$ cat src/rtl/btn_conditioner.sv
// btn_conditioner: synchronizes, debounces and edge-detects the
// active-low push-buttons into active-high level/press/release/toggle.
module btn_conditioner #(
  parameter int WIDTH     = 5,
  parameter int DB_CYCLES = 1000000
) (
  input  logic             clk_50m,
  input  logic             rst_n,
  input  logic [WIDTH-1:0] btn_n,
  input  logic             db_en,
  output logic [WIDTH-1:0] btn_state,
  output logic [WIDTH-1:0] btn_press,
  output logic [WIDTH-1:0] btn_release,
  output logic [WIDTH-1:0] btn_toggle
);

  localparam int CW = $clog2(DB_CYCLES + 1);
  localparam logic [CW-1:0] CNT_LAST = CW'(DB_CYCLES - 1);

  typedef enum logic {
    STABLE,
    COUNTING
  } db_state_e;

  logic [WIDTH-1:0] s1;
  logic [WIDTH-1:0] s2;
  logic [WIDTH-1:0] raw;
  logic [WIDTH-1:0] lvl_d;
  logic [WIDTH-1:0] rise;
  logic [WIDTH-1:0] fall;

  db_state_e       st_q [WIDTH];
  db_state_e       st_d [WIDTH];
  logic [CW-1:0]   cnt_q [WIDTH];
  logic [CW-1:0]   cnt_d [WIDTH];

  assign raw  = ~s2;
  assign rise = lvl_d & ~btn_state;
  assign fall = ~lvl_d & btn_state;

  always_comb begin
    lvl_d = btn_state;
    for (int i = 0; i < WIDTH; i++) begin
      st_d[i]  = st_q[i];
      cnt_d[i] = cnt_q[i];
      unique case (1'b1)
        !db_en: begin
          st_d[i]  = STABLE;
          cnt_d[i] = '0;
          lvl_d[i] = raw[i];
        end
        db_en && (st_q[i] == STABLE): begin
          cnt_d[i] = '0;
          if (raw[i] != btn_state[i]) begin
            if (DB_CYCLES == 1) begin
              lvl_d[i] = raw[i];
            end else begin
              st_d[i]  = COUNTING;
              cnt_d[i] = CW'(1);
            end
          end
        end
        db_en && (st_q[i] == COUNTING): begin
          if (raw[i] == btn_state[i]) begin
            st_d[i]  = STABLE;
            cnt_d[i] = '0;
          end else if (cnt_q[i] == CNT_LAST) begin
            st_d[i]  = STABLE;
            cnt_d[i] = '0;
            lvl_d[i] = raw[i];
          end else begin
            cnt_d[i] = cnt_q[i] + CW'(1);
          end
        end
        default: begin
          st_d[i]  = STABLE;
          cnt_d[i] = '0;
        end
      endcase
    end
  end

  // Strobes derive from the next level so they land with it.
  always_ff @(posedge clk_50m) begin
    if (!rst_n) begin
      s1          <= '1;
      s2          <= '1;
      btn_state   <= '0;
      btn_press   <= '0;
      btn_release <= '0;
      btn_toggle  <= '0;
      for (int i = 0; i < WIDTH; i++) begin
        st_q[i]  <= STABLE;
        cnt_q[i] <= '0;
      end
    end else begin
      s1          <= btn_n;
      s2          <= s1;
      btn_state   <= lvl_d;
      btn_press   <= rise;
      btn_release <= fall;
      btn_toggle  <= btn_toggle ^ rise;
      for (int i = 0; i < WIDTH; i++) begin
        st_q[i]  <= st_d[i];
        cnt_q[i] <= cnt_d[i];
      end
    end
  end

endmodule

$ cat config.mk
export PLATFORM = sky130hd
export DESIGN_NAME = btn_conditioner
export DESIGN_NICKNAME = d
export VERILOG_FILES = /design/src/rtl/btn_conditioner.sv
export SDC_FILE = /design/constraint.sdc
export NUM_CORES = 1
export LEC_CHECK = 0
export BUFFER_PORTS_ARGS = -buffer_cell sky130_fd_sc_hd__clkbuf_2
export CORE_MARGIN = 2
export CORE_UTILIZATION = 60
export CTS_CLUSTER_DIAMETER = 60
export DETAILED_ROUTE_END_ITERATION = 8
export PLACE_DENSITY = 0.86
export SYNTH_ARGS = -nofsm -noshare
export SYNTH_HDL_FRONTEND = slang
export SYNTH_SLANG_ARGS = --single-unit
$ cat constraint.sdc
create_clock -name clk_50m -period 2.6 [get_ports clk_50m]
set_input_delay 0.26 -clock clk_50m [delete_from_list [all_inputs] [get_ports clk_50m]]
set_output_delay 0.26 -clock clk_50m [all_outputs]
set_load 0.05 [all_outputs]
==> results of run 1 <==
synthesized netlist by cell type, types with 2 or more instances:
library cell | n | share of area
a2111oi_0 | 2 | 0.0032
a21oi_1 | 6 | 0.0054
a31o_2 | 2 | 0.0032
and2_1 | 2 | 0.0023
and3_1 | 8 | 0.0090
and4_1 | 7 | 0.011
buf_2 | 2 | 0.0018
buf_4 | 2 | 0.0027
clkbuf_1 | 4 | 0.0027
dfxtp_1 | 135 | 0.49
ha_1 | 5 | 0.011
inv_1 | 17 | 0.012
mux2i_1 | 2 | 0.0036
nand2_1 | 55 | 0.037
nand2b_1 | 14 | 0.016
nand3_1 | 47 | 0.042
nand3b_1 | 5 | 0.0068
nand4_1 | 24 | 0.027
nand4b_1 | 2 | 0.0032
nor2_1 | 127 | 0.086
nor3_1 | 12 | 0.011
nor4_1 | 11 | 0.012
nor4b_1 | 2 | 0.0032
o21ai_0 | 6 | 0.0054
o31ai_1 | 2 | 0.0027
or2_2 | 5 | 0.0056
or4_1 | 3 | 0.0041
or4b_2 | 2 | 0.0036
xnor2_1 | 31 | 0.049
xor2_1 | 63 | 0.10
power breakdown:
part           leakage (nW)  switching (mW)  internal, mW
clock network         0.322           0.880          1.77
logic                 0.806          0.0652        0.0337
registers              1.09          0.0158          2.09
total                  2.22           0.961          3.89
layout by cell type (no fill, tap or decap), types with 3 or more instances in the layout:
master	Yosys	layout
dlygate4sd3_1	0	5
nor4_1	11	11
xnor2_1	31	31
a21oi_1	6	6
o21ai_0	6	6
nand2_1	55	55
ha_1	5	5
nand3b_1	5	5
clkinv_2	0	4
nand3_1	47	47
and3_1	8	8
and4_1	7	7
nand4_1	24	24
dfxtp_1	135	135
xor2_1	63	63
nand2b_1	14	14
nor2_1	127	127
clkbuf_2	0	27
or2_2	5	5
bufinv_16	0	6
clkbuf_16	0	16
or4_1	3	3
inv_1	17	17
nor3_1	12	12
stage by stage:
| step | cell area [µm²] | hold WS [ns] | total power [mW] | instances |
|---|---|---|---|---|
| after floorplan | 5544 | 0.3615 | 2.209 | 622 |
| after global placement | 5774 | 0.3969 | 2.233 | 752 |
| after detailed placement | 5774 | 0.3909 | 2.238 | 752 |
| after CTS | 6481 | 0.1518 | 4.874 | 789 |
| after global routing | 6481 | 0.1958 | 4.973 | 789 |
| final | 6481 | 0.1758 | 4.855 | 789 |
final cells by class:
cell class,count,share of cell area
timing repair buffer,33,0.02973
tap,111,0.02143
sequential,135,0.4170
clock inverter,13,0.03475
clock buffer,19,0.06660
multi-input combinational,461,0.4207
inverter,17,0.009846
routing by layer:
metal,vias up,GRT usage,share of wire
met5,-,0,0
met4,0,0.09800,0.015
met3,18,0.05501,0.037
met2,90,0.4171,0.51
met1,2101,0.2690,0.43
li1,2184,-,-
worst paths after layout:
check,endpoint,start,cells past startpoint
worst max-delay path,cnt_q[0][36],cnt_q[0][27],5
worst min-delay path,s2[0],rst_n,3
worst max register to register,cnt_q[0][36],cnt_q[0][27],5
worst min register to register,s2[0],s1[0],1
sequential cells by signal (all words and copies together), names as in the netlist:
register,flops
cnt_q,100
s2,5
btn_state,5
btn_release,5
btn_toggle,5
s1,5
btn_press,5
st_q,5
cells by family (layout without fill, tap and decap cells):
kind of cell,after synthesis,in the layout
muxes,2,2
AOI/OAI and AO/OA,26,26
adders and majority gates,5,5
buffers and inverters,26,82
DFF,135,135
and+or+nand+nor,334,334
xor gates and xnor gates,94,94
worst min-delay path, cell delays in order:
cell and delay [ns]:
clkbuf_2 0.09, buf_4 0.22, nand2b_1 0.10
what timing repair did:
action | 4_1_cts | 5_1_grt
hold buffers | 5 | 0
buffers inserted | 0 | 0
endpoints found under the hold margin | 5 | 0
==> impl_results.md, run 1 <==
* Yosys cell types at between 40 and 50
* CP bufs+invs at 0
* Hpwl dp at around 7400 µm
* Post-Syn Area at 0.005544 mm²
* RSZ-0062 raised after global routing: no
* Syn Inst Count at roughly 620
* Fin util at 0.7115
* Grt ovf at 0
* First-pass DRT Iterations at 5
* CP required at between 2 and 3 ns
* Fillers at 653
* Synth Area in Compound Gates at 0.03453
* Slowest stage cell, crit path: or4b_2
* Multi-input gate area at 0.002726 mm²
* WP data arrival at 2.55 ns
* Skew final at between 0.007 and 0.008 ns
* Total Routing Usage GR at 0.2343
* Area delta synth->final at 16.90%
* Sequential share of the synthesized area at 0.4875
* Detailed-route via count at about 4400
* Adder-Cell Fraction of Synth Area at 0.01128
* # setup viols final at 0
* Worst-Margin Slew at between 0.7 and 0.8 ns
* Number of synthesized flops with an enable pin at 0
* Final Hold Fails at 0
* CTS Sinks at 135
* Share of cells above drive strength 1 at 0.1106
* Vias in the first global route at 4315
* PnR worst setup slack at 0.4384 ns
* Simple-gate share of the synthesized area at 0.2938
* Max incr delay on CP at 0.68 ns
* Initial antenna violation count at 0
* Post-synthesis xor/xnor area fraction at 0.1485
* PostCTS Resize Cnt at 0
* Pwr dens at ~750 mW/mm²
* Critical path class: register to register
* VDD IR max at 0.0005905 V
* Status: finished clean
* Ys Warns at 0
* Initial DRC Count at 153
* First-pass GRT wire length at roughly 19000 µm
* Final setup TNS at 0 ns
* HP Class: input pin to register
* Bufs on Longest Clock Path at 2
* Clock latency at the later pin of the worst-skew pair at 0.52 ns
* Post-Syn Area per Cell at 8.913 µm²
* Max-cap viol count at 0
* Antenna Violating Nets Remaining at 0
* CTS root buffer: clkbuf_8
* FF+latch count, synth at 135
* Total Wirelength at between 10000 and 15000 µm
* Clk slew on worst S/H paths at 0.06 ns
* TritonCTS Buffers at 17
* Syn Nets at approximately 640
* I/O pin total at 28
* Nets at 678
* Die Height at 100.1 µm
* Max Clock Freq at 0.4626 GHz
* Post-synth ARST share at 0
* Leak at about 2.2 nW
* Worst-path fanout max at 19
* Die Wd at 100.1 µm
* Tcrit/Tclk final at 0.8314
* Minimum period implied by the final worst setup slack at 2.162 ns
* Crit start category: register
* Final Max Tran Viols at 0
* Top delay family on crit path: simple AND/OR/NAND/NOR gates
* Starting density of the core at 0.6087
* Multiplexer share of the synthesized area at 0.003611
* Vias per cell at 5.568
* Reg2reg setup slack at 0.44 ns
* Core ar. at 0.009109 mm²
* FP Rows at 35
* Largest family of logic cells by synthesized area: simple AND/OR/NAND/NOR gates
* Routed len/inst at 14.24 µm
* Die Area at 0.01003 mm²
* DRC viols at 0
* Max_slew headroom at 0.4625
* Pre-CTS WS at 0.5052 ns
* Buffers on Ports at 27
* Top_reg_cell synth: dfxtp_1
* Reg area at 0.002703 mm²
* Cell chain of the critical path: or4b_2 -> nor4_1 -> nand2_1 -> nand4_2 -> nor2_1
* Routability Congestion at 0.8347
* Largest net degree at the start of global routing at 30
* Critical Path Sink Type: register
* CTS tree: built
* Htree depth at 4
* Ant. Diodes at 0
Power figures use the tool's default switching activity.
==> run 2, diff against run 1 <==
==> constraint.sdc (replaced) <==
create_clock -name clk_50m -period 2.15 [get_ports clk_50m]
set_input_delay 0.215 -clock clk_50m [delete_from_list [all_inputs] [get_ports clk_50m]]
set_output_delay 0.215 -clock clk_50m [all_outputs]
set_load 0.05 [all_outputs]
==> run 2 against run 1 <==
  * Via count is 2.0% higher
  * Sequential power is 21% higher
  * Clock skew hardly changed
  * Final cell count up 1.3%
  * Total power is 24% higher
  * Cell area grew 2.1%
  * Clock power increased by 26%
  * Clock-buffer cell count fell by 2
  * Worst hold slack worse by 0.094 ns
  * Routed wire length is 6.6% higher
  * Critical path type unchanged
  * Largest cell class unchanged
  * Highest routed layer unchanged
==> impl_results.md, run 2 (synthesis results as in run 1) <==
* Final Max Tran Viols at 0 (unchanged)
* Max incr delay on CP at 0.68 ns (about the same)
* Vias per cell at 5.611 (+0.77%)
* Worst-path fanout max at 19 (unchanged)
* Slowest stage cell, crit path: or4b_2
* Minimum period implied by the final worst setup slack at 1.998 ns (-0.1635 ns)
* Core ar. at 0.009109 mm² (unchanged)
* Grt ovf at 0 (unchanged)
* I/O pin total at 28 (unchanged)
* Hpwl dp at 7704 µm (+3.9%)
* # setup viols final at 0 (unchanged)
* Initial DRC Count at 228 (+49%)
* Ant. Diodes at 0 (unchanged)
* DRC viols at 0 (unchanged)
* Max Clock Freq at 0.5005 GHz (+8.2%)
* Routed len/inst at 14.99 µm (+5.2%)
* Post-route cell area at 0.006615 mm² (+2.1%)
* Worst-Margin Slew at 0.7846 ns (-0.01432 ns)
* WP data arrival at 2.40 ns (-0.15 ns)
* FP Rows at 35 (unchanged)
* CTS root buffer: clkbuf_8
* Cell chain of the critical path: or4b_2 -> nor4_1 -> nand2_1 -> nand4_4 -> nor2_1
* Routability Congestion at 0.8427 (+0.96%)
* Most common cell after layout, fill and taps aside: dfxtp_1
* PnR worst setup slack at 0.1519 ns (-0.2865 ns)
* Max FFs per register at 100 (unchanged)
* First-pass GRT wire length at 20120 µm (+7.0%)
* Die Wd at 100.1 µm (unchanged)
* Die Height at 100.1 µm (unchanged)
* Max-cap viol count at 0 (unchanged)
* Final setup TNS at 0 ns (unchanged)
* Most frequent cells in the layout: dfxtp_1, nor2_1, xor2_1
* Post-DP Area at 0.005862 mm² (+1.5%)
* First-pass DRT Iterations at 5 (unchanged)
* VDD IR max at 0.0006169 V (+4.5%)
* Pre-CTS WS at 0.1115 ns (-0.3937 ns)
* HP Class: input pin to register
* Skew final at 0.007566 ns (-0.0003497 ns)
* Crit start category: register
* Max_slew headroom at 0.4721 (+0.009632)
* Critical Path Sink Type: register
* RSZ-0062 raised after global routing: no
* Vias in the first global route at 4454 (+3.2%)
* Die Area at 0.01003 mm² (unchanged)
* Top reg by flops: cnt_q
* Share of cells above drive strength 1 at 0.1250 (+0.01438)
* Critical path class: register to register
* Nets at 688 (+1.5%)
* Initial antenna violation count at 0 (unchanged)
* Post-CTS Setup Inserts at 0 (unchanged)
* TritonCTS Buffers at 17 (unchanged)
* Largest net degree at the start of global routing at 20 (-33%)
* CP required at 2.56 ns (-0.43 ns)
* Final Hold Fails at 0 (unchanged)
* Detailed-route via count at 4483 (+2.0%)
* Pwr dens at 908.0 mW/mm² (+21%)
* Leak at 2.283 nW (+2.9%)
* CTS Sinks at 135 (unchanged)
* Clk slew on worst S/H paths at 0.06 ns (about the same)
* Bufs on Longest Clock Path at 2 (unchanged)
* Htree depth at 4 (unchanged)
* Clock latency at the later pin of the worst-skew pair at 0.53 ns (about the same)
* Tcrit/Tclk final at 0.9294 (+0.09796)
* Fillers at 619 (-5.2%)
* Area delta synth->final at 19.32%
* Buffers on Ports at 27 (unchanged)
* Total Routing Usage GR at 0.2538 (+0.01950)
* Antenna Violating Nets Remaining at 0 (unchanged)
* Status: finished clean
* CTS tree: built
* Total Wirelength at 11980 µm (+6.6%)
* Starting density of the core at 0.6087 (unchanged)
[run 2: cell count changes in the layout (fill, tap and decap cells not counted), sizes merged]
cell      change
buf          +10
clkinv        +1
clkinvlp      -1
inv           +1
clkbuf        -2
bufinv        +1
[run 2: cell type report]
| cell class | instances | area, µm² | area share |
|---|---|---|---|
| multi-input cells | 461 | 2743 | 0.4146 |
| well taps | 111 | 138.9 | 0.02099 |
| repair buffers | 43 | 280.3 | 0.04237 |
| clock buffers | 17 | 414.1 | 0.06261 |
| clock inverters | 15 | 272.8 | 0.04123 |
| flip-flops and latches | 135 | 2703 | 0.4085 |
| inverters | 17 | 63.81 | 0.009646 |
[run 2: layer usage]
metal  vias up  GRT usage  routed length, µm  share of wire
met2       109     0.4564               6188           0.52
met3        35    0.07103                491          0.041
li1       2216          -                  -              -
met5         -          0                  0              0
met1      2123     0.2797               4944           0.41
met4         0     0.1075                351          0.029
[run 2: where the power goes]
group | internal (mW) | total, mW | switching (mW)
clock network | 2.24 | 3.34 | 1.10
registers | 2.52 | 2.54 | 0.0186
logic | 0.0433 | 0.124 | 0.0807
total | 4.81 | 6.01 | 1.20
[run 2: worst max-delay path: cells and delay by family, from the launching register on]
kind,cells,cell delay [ns]
simple gates,5,1.53
flops,1,0.36
[run 2: stage by stage]
step	power [mW]	hold WS, ns	utilization	instances
global placement	2.704	0.3923	0.6435	762
finish	6.007	0.08180	0.7262	799
CTS	6.032	0.05527	0.7245	799
detailed placement	2.708	0.4010	0.6435	762
floorplan	2.672	0.3165	-	622
global route	6.159	0.1153	0.7262	799
[run 2: path summary, 6_finish.rpt]
| check | start | cells after the start | end | slack, ns |
|---|---|---|---|---|
| worst max-delay path | cnt_q[0][27] | 5 | cnt_q[0][37] | 0.15 |
| worst min-delay path | rst_n | 2 | s1[3] | 0.08 |
| worst max register to register | cnt_q[0][27] | 5 | cnt_q[0][37] | 0.15 |
| worst min register to register | s1[4] | 1 | s2[4] | 0.43 |
[run 2: timing repair]
| item | in CTS | in global routing |
|---|---|---|
| gates resized for setup | 0 | 2 |
| endpoints found under the setup margin | 0 | 22 |
| endpoints found under the hold margin | 5 | 0 |
| hold buffers | 5 | 0 |
==> run 3, diff against run 2 <==
--- a/config.mk
+++ b/config.mk
@@ -7,10 +7,10 @@
 export LEC_CHECK = 0
 export BUFFER_PORTS_ARGS = -buffer_cell sky130_fd_sc_hd__clkbuf_2
 export CORE_MARGIN = 2
-export CORE_UTILIZATION = 60
+export CORE_UTILIZATION = 65
 export CTS_CLUSTER_DIAMETER = 60
 export DETAILED_ROUTE_END_ITERATION = 8
-export PLACE_DENSITY = 0.86
+export PLACE_DENSITY = 0.92
 export SYNTH_ARGS = -nofsm -noshare
 export SYNTH_HDL_FRONTEND = slang
 export SYNTH_SLANG_ARGS = --single-unit
==> constraint.sdc (replaced) <==
create_clock -name clk_50m -period 2.4 [get_ports clk_50m]
set_input_delay 0.24 -clock clk_50m [delete_from_list [all_inputs] [get_ports clk_50m]]
set_output_delay 0.24 -clock clk_50m [all_outputs]
set_load 0.05 [all_outputs]
==> run 3 against run 2 <==
  * Critical endpoint is now cnt_q[0][76]
  * Critical path depth increased by 1
  * Worst hold slack improved by 0.00051 ns
  * Routed wire length is 0.10% higher
  * Register-to-register slack better by 0.11 ns
  * Total power fell by 17%
  * Flip-flop and latch count did not move
  * Core utilization rose by 5.5 points
  * Critical path type unchanged
==> impl_results.md, run 3 (synthesis results as in run 1) <==
* Status: finished clean
* Vias per cell at 5.646 (+0.63%)
* Critical Path Sink Type: register
* Clock latency at the later pin of the worst-skew pair at 0.51 ns (-0.02 ns)
* Grt ovf at 0 (unchanged)
* CP required at 2.78 ns (+0.22 ns)
* Fillers at 508 (-18%)
* Top reg by flops: cnt_q
* CTS Sinks at 135 (unchanged)
* Max Clock Freq at 0.4679 GHz (-6.5%)
* Bufs on Longest Clock Path at 2 (unchanged)
* Htree depth at 4 (unchanged)
* DRC viols at 0 (unchanged)
* Worst reg2reg endpoint: cnt_q[0][76]
* WP data arrival at 2.52 ns (+0.12 ns)
* Max-cap viol count at 0 (unchanged)
* Placed Cells at 751 (-1.4%)
* Routed len/inst at 15.21 µm (+1.5%)
* Max incr delay on CP at 0.52 ns (-0.16 ns)
* Cell chain of the critical path: ha_1 -> nand2_1 -> or4_1 -> or2_2 -> nand3_2 -> nor2_1
* Post-Layout Cell Count at 788 (-1.4%)
* CTS tree: built
* Die Area at 0.009284 mm² (-7.4%)
* Die Height at 96.36 µm (-3.8%)
* Die Wd at 96.36 µm (-3.8%)
* RSZ-0062 raised after global routing: no
* Pwr dens at 774.2 mW/mm² (-15%)
* Slowest stage cell, crit path: or4_1
* Routability Congestion at 0.8858 (+5.1%)
* Critical path class: register to register
* Worst-path fanout max at 19 (unchanged)
* Final setup TNS at 0 ns (unchanged)
* Share of cells above drive strength 1 at 0.1142 (-0.01080)
* Hold Path Cell Cnt at 2 (unchanged)
* Core ar. at 0.008258 mm² (-9.3%)
* Reg2reg setup slack at 0.26 ns (+0.11 ns)
* Most frequent cells in the layout: dfxtp_1, nor2_1, xor2_1
* WHS Endpoint: s2[2]
* Final Max Tran Viols at 0 (unchanged)
* Hpwl dp at 7581 µm (-1.6%)
* First-pass GRT wire length at 19910 µm (-1.0%)
* Clk slew on worst S/H paths at 0.06 ns (about the same)
* Minimum period implied by the final worst setup slack at 2.137 ns (+0.1391 ns)
* TritonCTS Buffers at 17 (unchanged)
* R2R depth at 6 (+1)
* Initial antenna violation count at 0 (unchanged)
* R2r startpoint: cnt_q[0][60]
* Leak at 2.221 nW (-2.7%)
* Skew final at 0.006415 ns (-0.001151 ns)
* VDD IR max at 0.0005306 V (-14%)
* Tcrit/Tclk final at 0.8905 (-0.03883)
* Antenna Violating Nets Remaining at 0 (unchanged)
* FP Rows at 33 (-5.7%)
* Post-DP Area at 0.005804 mm² (-0.98%)
* Total Wirelength at 11990 µm (+0.10%)
* Most common cell after layout, fill and taps aside: dfxtp_1
* Largest net degree at the start of global routing at 20 (unchanged)
* Ant. Diodes at 0 (unchanged)
* Buffers on Ports at 27 (unchanged)
* PostCTS Resize Cnt at 0 (unchanged)
* CTS root buffer: clkbuf_8
* Max_slew headroom at 0.4235 (-0.04864)
* First-pass DRT Iterations at 5 (unchanged)
* Detailed-route via count at 4449 (-0.76%)
* Post-CTS Setup Inserts at 0 (unchanged)
* I/O pin total at 28 (unchanged)
* Starting density of the core at 0.6714 (+0.06271)
* # setup viols final at 0 (unchanged)
* Crit start category: register
* Worst hold start: rst_n
* Vias in the first global route at 4326 (-2.9%)
* Initial DRC Count at 273 (+20%)
* Pwr Total at 4.997 mW (-17%)
* HP Class: input pin to register
* Total Routing Usage GR at 0.2790 (+0.02522)
* Worst-Margin Slew at 0.8568 ns (+0.07229 ns)
* Nets at 683 (-0.73%)
* Fin util at 0.7815 (+0.05528)
* Area delta synth->final at 16.41%
* Max FFs per register at 100 (unchanged)
* Post-route cell area at 0.006454 mm² (-2.4%)
* Final Hold Fails at 0 (unchanged)
## run 3: cell types whose count changed in the layout (fill, tap and decap cells not counted), sizes merged
cell,delta
bufinv,-4
clkbuf,+7
inv,-2
clkinv,-1
buf,-5
## run 3: metrics by stage
step	setup slack, ns	hold WS (ns)
2_1_floorplan	0.5196	0.3415
3_3_place_gp	0.4185	0.3955
3_5_place_dp	0.3525	0.3987
4_1_cts	0.2769	0.05472
5_1_grt	0.1031	0.08780
6_report	0.2627	0.08231
## run 3: worst max-delay path: cells and delay by family (launching register included)
kind	cells	cell delay [ns]
DFF	1	0.37
and+or+nand+nor	5	1.38
adders and majority gates	1	0.24
## run 3: final cells by class
cell class,count,area [µm²],share of cell area
Clock buffer,24,480.5,0.07445
Tap cell,105,131.4,0.02036
Sequential cell,135,2703,0.4188
Clock inverter,8,118.9,0.01842
Multi-Input combinational cell,461,2726,0.4224
Timing Repair Buffer,38,230.2,0.03567
Inverter,17,63.81,0.009888
## run 3: per-layer routing
| metal | vias to the layer above | GRT usage | routed length, µm |
|---|---|---|---|
| met4 | 0 | 0.1115 | 180 |
| met1 | 2123 | 0.3391 | 5118 |
| li1 | 2195 | - | - |
| met3 | 19 | 0.07439 | 543 |
| met2 | 112 | 0.4699 | 6143 |
| met5 | - | 0 | 0 |
## run 3: worst max path at each step
stage | startpoint | to | slack (ns) | cells after the start
after floorplan | cnt_q[0][60] | cnt_q[0][71] | 0.52 | 7
after global placement | cnt_q[0][12] | cnt_q[0][17] | 0.42 | 4
after detailed placement | cnt_q[0][12] | cnt_q[0][18] | 0.35 | 4
after CTS | cnt_q[0][60] | cnt_q[0][76] | 0.28 | 6
after global routing | cnt_q[0][60] | btn_toggle[3] | 0.10 | 6
final | cnt_q[0][60] | cnt_q[0][76] | 0.26 | 6
## run 3: power by group
group	total [mW]	switching [mW]	internal, mW
combinational	0.107	0.0709	0.0365
clock	2.61	0.922	1.69
sequential	2.28	0.0179	2.26
total	5.00	1.01	3.99
## run 3: repair_timing
action / CTS / global route
hold endpoints to repair: 5 / 0
hold buffers: 5 / 0
setup endpoints to repair: 0 / 0
